$ cat config.mk
export PLATFORM = sky130hd
export DESIGN_NAME = connect_router_nobuffer
export DESIGN_NICKNAME = d
export VERILOG_FILES = /design/src/rtl/connect_router_nobuffer.sv
export SDC_FILE = /design/constraint.sdc
export NUM_CORES = 1
export LEC_CHECK = 0
export CAP_MARGIN = 10
export CORE_AREA = 2 2 226 228
export CTS_BUF_LIST = sky130_fd_sc_hd__clkbuf_4
export CTS_CLUSTER_DIAMETER = 50
export DETAILED_ROUTE_END_ITERATION = 8
export DIE_AREA = 0 0 228 230
export PLACE_DENSITY = 0.51
export SLEW_MARGIN = 15
export SYNTH_ARGS = -nofsm -noshare
export SYNTH_HDL_FRONTEND = slang
export SYNTH_SLANG_ARGS = --single-unit
$ cat constraint.sdc
create_clock -name clk -period 1.5 [get_ports clk]
set_input_delay 0.3 -clock clk [delete_from_list [all_inputs] [get_ports clk]]
set_output_delay 0.3 -clock clk [all_outputs]
set_load 0.01 [all_outputs]
$ cat src/rtl/connect_router_nobuffer.sv
// Bufferless two-stage ring/bridge connect router: a ring flit either stays on
// the ring or exits to the bridge buffer, and local flits fill free ring slots.
module connect_router_nobuffer #(
    parameter logic [1:0] RING_ID = 2'd1
) (
    input  logic         clk,
    input  logic         rst,
    input  logic [143:0] port_in,
    input  logic [143:0] inj,
    input  logic         bfull,
    output logic [143:0] port_out,
    output logic [143:0] eject,
    output logic         push,
    output logic         accept
);
    localparam int VLD = 12;

    logic [143:0] in_q;
    logic [143:0] port_out_q, port_out_d;
    logic [143:0] eject_q, eject_d;
    logic         push_q, push_d;

    logic in_vld, want_exit, do_eject, slot_free, acc;

    assign in_vld    = in_q[VLD];
    assign want_exit = in_vld && (in_q[3:2] != RING_ID);
    assign do_eject  = want_exit && !bfull;
    // Ring flits own the slot unless they leave this cycle; injection fills the rest.
    assign slot_free = !in_vld || do_eject;
    assign acc       = !rst && slot_free && inj[VLD];

    always_comb begin
        port_out_d = '0;
        eject_d    = '0;
        push_d     = 1'b0;
        if (do_eject) begin
            eject_d = in_q;
            push_d  = 1'b1;
        end
        if (!slot_free)
            port_out_d = in_q;
        else if (acc)
            port_out_d = inj;
    end

    always_ff @(posedge clk) begin
        if (rst) begin
            in_q       <= '0;
            port_out_q <= '0;
            eject_q    <= '0;
            push_q     <= 1'b0;
        end else begin
            in_q       <= port_in;
            port_out_q <= port_out_d;
            eject_q    <= eject_d;
            push_q     <= push_d;
        end
    end

    assign port_out = port_out_q;
    assign eject    = eject_q;
    assign push     = push_q;
    assign accept   = acc;
endmodule

==> qor.txt, run 1 <==
worst path required time: 1.20 ns
Mapped Nets: 1232
number of antenna violations at the first check in global routing: 1
placement-stage worst setup slack: -0.574 ns
peak per-stage delay on the critical path: 0.32 ns
arrival time of the worst setup path: 1.76 ns
FMAX: 0.487 GHz
kind of path behind the tightest hold check: input port to flip-flop
flops & latches, synth: 433
Peak VDD IR: 0.581 mV
total DRC errors in the routed layout: 0
P per Cell Area: 1070 nW/um2
vias in the first global route: 11600
deepest level of the CTS H-tree: 3
final worst setup slack: -0.555 ns
list of cells traversed by the critical path: nand3b_1 -> and3_4 -> buf_6
GRT Overall Usage: 0.171
number of ports placed on the die boundary: 581
Post-Synthesis Cells: 941
reg2reg path depth: 8
Unique masters post-synth: 19
fraction of layout cells with a size suffix above 1: 0.378
proportion of netlist area held by the largest area contributor: 0.711
violations in the final reports: negative setup slack
tightest hold margin: 0.127 ns
initial DRC count: 213
sum of overflow across all layers after global routing: 0
critical path endpoint: accept
total iterations of the first detailed-routing run: 4
row count: 82
number of nets in the final layout: 2216
total detailed-routing wirelength: 49100 um
total count of hold-check failures in the final report: 0
slowest CP cell: sky130_fd_sc_hd__dfxtp_2
final routed wire length divided by cell count: 18.4 um
insertion delay to the later sink of the worst-skew pair: 0.85 ns
Setup violations, final: 436
Slew Viols, Final: 0
combined area of all synthesized cells: 12200 um2
worst setup path startpoint: in_q[3]
setup slack of the worst register-to-register path: -0.34 ns
Detail Placement HPWL: 30400 um
deepest clock path buffer count: 3
highest fanout seen on the critical path: 2
Crit Path Class: flip-flop to primary output
overall power: 25.7 mW
launching point of the worst reg2reg path: in_q[3]
Synth-to-Final Area Change: 97.7%
post-synth top area cell: sky130_fd_sc_hd__dfxtp_1
Relative slew margins: 0.430
average cell area after synthesis: 13.0 um2
slew at the pin with the worst max-slew slack: 0.855 ns
number of port buffers: 580
master cell of the clock root buffer: sky130_fd_sc_hd__clkbuf_4
die area: 52400 um2
largest net degree at the start of global routing: 83
unrepaired setup endpoints after global routing: yes
detailed-route vias per instance: 4.02
final sum of negative setup slack: -54.42 ns
maximum clock skew at final layout: 0.0429 ns
count of antenna-violating nets left after detailed routing: 0
RR Endpoint: port_out[44]
placed instance area: 19000 um2
run status: complete, but fails checks
Worst Setup End Kind: primary output
die boundary height: 230 um
Starting Density: 0.245
kind of start point of the critical path: flip-flop
clk sinks: 433
Vias: 10700
final period utilization: 1.37
number of clock buffers inserted by TritonCTS: 116
LEAKAGE: 10.3 nW
dominant cells by area after synthesis: sky130_fd_sc_hd__dfxtp_1 (71%), sky130_fd_sc_hd__a22o_1 (10%), sky130_fd_sc_hd__nor2b_1 (7.4%), sky130_fd_sc_hd__and2_1 (7.3%), sky130_fd_sc_hd__buf_6 (1.0%)
Clock Pin Slew Worst Setup and Hold Paths: 0.07 ns
x dimension of the die: 228 um
Core ar.: 49900 um2
YS warnings: 0
Sequential Area: 8940 um2
global-route wire length before repair: 67600 um
final cell area excluding filler cells: 24100 um2
count of max-cap constraint violations: 0
shortest clock period the worst path allows after layout: 2.06 ns
clock tree from TritonCTS: done
fill cell count: 4561
area used by multi-input combinational logic: 3170 um2
final weighted congestion in routability-driven placement: 0.776
sequential share of the synthesized area: 0.711
## report_power, final
| part | internal [mW] | switching [mW] |
|---|---|---|
| clock network | 5.80 | 4.76 |
| registers | 12.0 | 0.206 |
| logic | 2.02 | 0.975 |
## sequential cells by signal, summed over array words and instances, names as in the netlist
signal / cells
port_out: 144
push: 1
eject: 144
in_q: 144
## how the worst min path moves through the flow
stage,startpoint,endpoint,depth (start not counted)
6_report,inj[125],port_out[125],2
5_1_grt,inj[125],port_out[125],2
4_1_cts,inj[125],port_out[125],2
3_5_place_dp,in_q[110],eject[110],1
3_3_place_gp,in_q[45],eject[45],1
2_1_floorplan,bfull,push,1
## metrics by stage
step	util	std cells
2_1_floorplan	-	941
3_3_place_gp	0.380	2166
3_5_place_dp	0.380	2166
4_1_cts	0.462	2653
5_1_grt	0.484	2675
6_report	0.484	2675
## cell usage in the layout, fill, tap and decap left out, types with 75 or more instances in the layout
master	synthesis	routed
sky130_fd_sc_hd__a22o_1	141	141
sky130_fd_sc_hd__and2_1	143	143
sky130_fd_sc_hd__buf_2	22	75
sky130_fd_sc_hd__buf_6	11	218
sky130_fd_sc_hd__clkbuf_4	0	170
sky130_fd_sc_hd__clkdlybuf4s50_1	0	289
sky130_fd_sc_hd__dfxtp_1	433	219
sky130_fd_sc_hd__dfxtp_2	0	211
sky130_fd_sc_hd__dlygate4sd3_1	0	283
sky130_fd_sc_hd__nor2b_1	145	145
## layer usage
metal  GRT usage  wire length [um]  vias up
li1            -                 -     5161
met3      0.0718              4150       78
met5           0                 0        -
met1       0.176             18900     5028
met2       0.298             24700      481
met4      0.0817              1380        0
## Yosys cell counts
cell,count
sky130_fd_sc_hd__o21ba_1,1
sky130_fd_sc_hd__and2_1,143
sky130_fd_sc_hd__dfxtp_1,433
sky130_fd_sc_hd__a22o_1,141
sky130_fd_sc_hd__nand2b_1,3
sky130_fd_sc_hd__nand2_1,3
sky130_fd_sc_hd__and2b_4,1
sky130_fd_sc_hd__nand3b_1,1
sky130_fd_sc_hd__o21a_1,1
sky130_fd_sc_hd__nor3_4,1
sky130_fd_sc_hd__mux2i_1,2
sky130_fd_sc_hd__buf_2,22
sky130_fd_sc_hd__nor3_1,1
sky130_fd_sc_hd__nor2b_1,145
sky130_fd_sc_hd__buf_6,11
sky130_fd_sc_hd__o21ba_2,1
sky130_fd_sc_hd__and3_1,1
sky130_fd_sc_hd__buf_4,6
sky130_fd_sc_hd__clkbuf_1,24
## area by class of cell
class / count / area share
multi-input cells: 445 / 0.132
well taps: 672 / 0.0349
diodes: 1 / 0.000104
flip-flops and latches: 433 / 0.371
clock buffers: 170 / 0.0529
clock inverters: 25 / 0.00856
repair buffers: 929 / 0.401
## cells by family after synthesis
group                  Yosys count  share of synthesized area
DFF                            433                      0.711
and+or+nand+nor                299                      0.154
AOI/OAI and AO/OA              144                      0.104
buffers and inverters           63                     0.0303
muxes                            2                    0.00164
## worst max-delay path: cells and delay by family (launching register included)
family | cells | cell delay, ns
buffers and inverters | 1 | 0.12
DFF | 1 | 0.32
and+or+nand+nor | 2 | 0.49
## what timing repair did
action,4_1_cts,5_1_grt
pin swaps,25,92
cloned,4,19
hold buffers,283,0
hold endpoints to repair,283,0
endpoints found under the setup margin,556,565
resized for setup,1500,195
buffers inserted,5,5
(Power assumes the default switching activity.)
==> run 2: changes to the inputs <==
MAX_ROUTING_LAYER = met4   (was unset)
PLACE_DENSITY = 0.61   (was 0.51)
==> qor.txt, run 2 (synthesis gave the netlist of run 1 again) <==
critical hold path startpoint: inj[46]
total DRC errors in the routed layout: 0
Crit Path Class: flip-flop to primary output
overall power: 25.1 mW
final weighted congestion in routability-driven placement: 0.814
maximum clock skew at final layout: 0.0573 ns
most frequent cells in the layout: sky130_fd_sc_hd__clkdlybuf4s50_1 (289), sky130_fd_sc_hd__dlygate4sd3_1 (274), sky130_fd_sc_hd__dfxtp_1 (233)
number of ports placed on the die boundary: 581
final period utilization: 1.30
total count of hold-check failures in the final report: 0
Util after Layout: 0.469
Worst Setup End Kind: primary output
number of antenna violations at the first check in global routing: 4
clock tree from TritonCTS: done
switching power share of the total: 0.235
sw power: 5.90 mW
number of nets in the final layout: 2181
Detail Placement HPWL: 29600 um
Global Route met3 Usage: 0.0613
Sequential Area: 8930 um2
run status: complete, but fails checks
vias in the first global route: 11600
die area: 52400 um2
FMAX: 0.511 GHz
total iterations of the first detailed-routing run: 4
number of port buffers: 580
insertion delay to the later sink of the worst-skew pair: 0.83 ns
GR Layer Usage met2: 0.289
unrepaired setup endpoints after global routing: yes
worst-case hold path end point: port_out[46]
layer with the highest usage after global routing: met2
count of antenna-violating nets left after detailed routing: 0
arrival time of the worst setup path: 1.66 ns
count of max-cap constraint violations: 0
sum of overflow across all layers after global routing: 0
Relative slew margins: 0.597
Slew Viols, Final: 0
Starting Density: 0.245
GRT Overall Usage: 0.170
setup slack of the worst register-to-register path: -0.13 ns
LEAKAGE: 10.0 nW
Vias: 10700
portion of total power attributed to sequential cells: 0.486
launching point of the worst reg2reg path: in_q[3]
row count: 82
die boundary height: 230 um
detailed-route vias per instance: 4.05
Setup violations, final: 478
final worst setup slack: -0.457 ns
Core ar.: 49900 um2
global-route wire length before repair: 66100 um
leading cell type in the layout, fill and taps excluded: sky130_fd_sc_hd__clkdlybuf4s50_1
reg2reg path depth: 7
total detailed-routing wirelength: 46300 um
largest net degree at the start of global routing: 93
fraction of layout cells with a size suffix above 1: 0.360
number of clock buffers inserted by TritonCTS: 109
deepest level of the CTS H-tree: 3
violations in the final reports: negative setup slack
x dimension of the die: 228 um
worst path required time: 1.20 ns
share of power burned in combinational logic: 0.109
fill cell count: 4387
area used by multi-input combinational logic: 3180 um2
Clock Pin Slew Worst Setup and Hold Paths: 0.06 ns
Peak VDD IR: 0.791 mV
clk sinks: 433
deepest clock path buffer count: 3
highest fanout seen on the critical path: 2
Synth-to-Final Area Change: 91.9%
initial DRC count: 298
global routing met1 resource utilization: 0.171
master cell of the clock root buffer: sky130_fd_sc_hd__clkbuf_4
Min-Delay Path Depth: 2
final routed wire length divided by cell count: 17.5 um
RR Endpoint: port_out[139]
cell internal pwr: 19.2 mW
P per Cell Area: 1070 nW/um2
kind of path behind the tightest hold check: input port to flip-flop
Clk network pwr share: 0.405
slew at the pin with the worst max-slew slack: 0.604 ns
shortest clock period the worst path allows after layout: 1.96 ns
kind of start point of the critical path: flip-flop
## run 2: metrics by stage
step	setup WS, ns	TNS [ns]	instances	hold WS (ns)	cell area (um2)
CTS	-0.635	-74.16	2639	0.00133	22700
global placement	-0.577	-95.97	2164	0.433	18900
floorplan	0.140	0	941	0.379	12200
detailed placement	-0.552	-92.65	2164	0.440	18900
global route	-0.597	-72.53	2650	0.0185	23400
finish	-0.457	-21.46	2650	0.123	23400
## run 2: power groups by stage
stage	Sequential (mW)	Combinational [mW]	Clock [mW]
global route	12.2	2.90	11.2
global placement	12.4	2.08	0
CTS	12.2	2.64	10.5
finish	12.2	2.74	10.2
detailed placement	12.4	2.10	0
floorplan	12.4	0.518	0
## run 2: worst max-delay path by stage
stage	startpoint	to	slack, ns
3_3_place_gp	inj[12]	port_out[136]	-0.58
4_1_cts	in_q[3]	accept	-0.63
3_5_place_dp	inj[12]	port_out[128]	-0.55
2_1_floorplan	in_q[3]	port_out[100]	0.14
6_report	in_q[3]	accept	-0.46
5_1_grt	in_q[3]	accept	-0.60
## run 2: worst max-delay path, stage by stage (launching register included)
cell                       delay [ns]
sky130_fd_sc_hd__dfxtp_4         0.36
sky130_fd_sc_hd__nand3b_1        0.19
sky130_fd_sc_hd__and3_4          0.20
sky130_fd_sc_hd__buf_6           0.12
## run 2: area by class of cell
type / instances / area share
multi-input combinational: 445 / 0.136
antenna: 4 / 0.000428
clock buffer: 152 / 0.0487
sequential: 433 / 0.381
timing repair buffer: 901 / 0.386
tap: 672 / 0.0359
clock inverter: 43 / 0.0122
## run 2: routing by layer
metal  share of wire  vias to the layer above
met5               0                        -
met4           0.039                        0
met3           0.081                      107
met2            0.50                      516
met1            0.38                     5009
li1                -                     5093
## run 2: what timing repair did
item                                    4_1_cts  5_1_grt
hold buffers                                274        0
gates resized for setup                    1434      178
gates cloned                                  2        5
hold endpoints to repair                    275        0
endpoints found under the setup margin      450      569
buffers inserted                              4        2
pin swaps                                     1        0
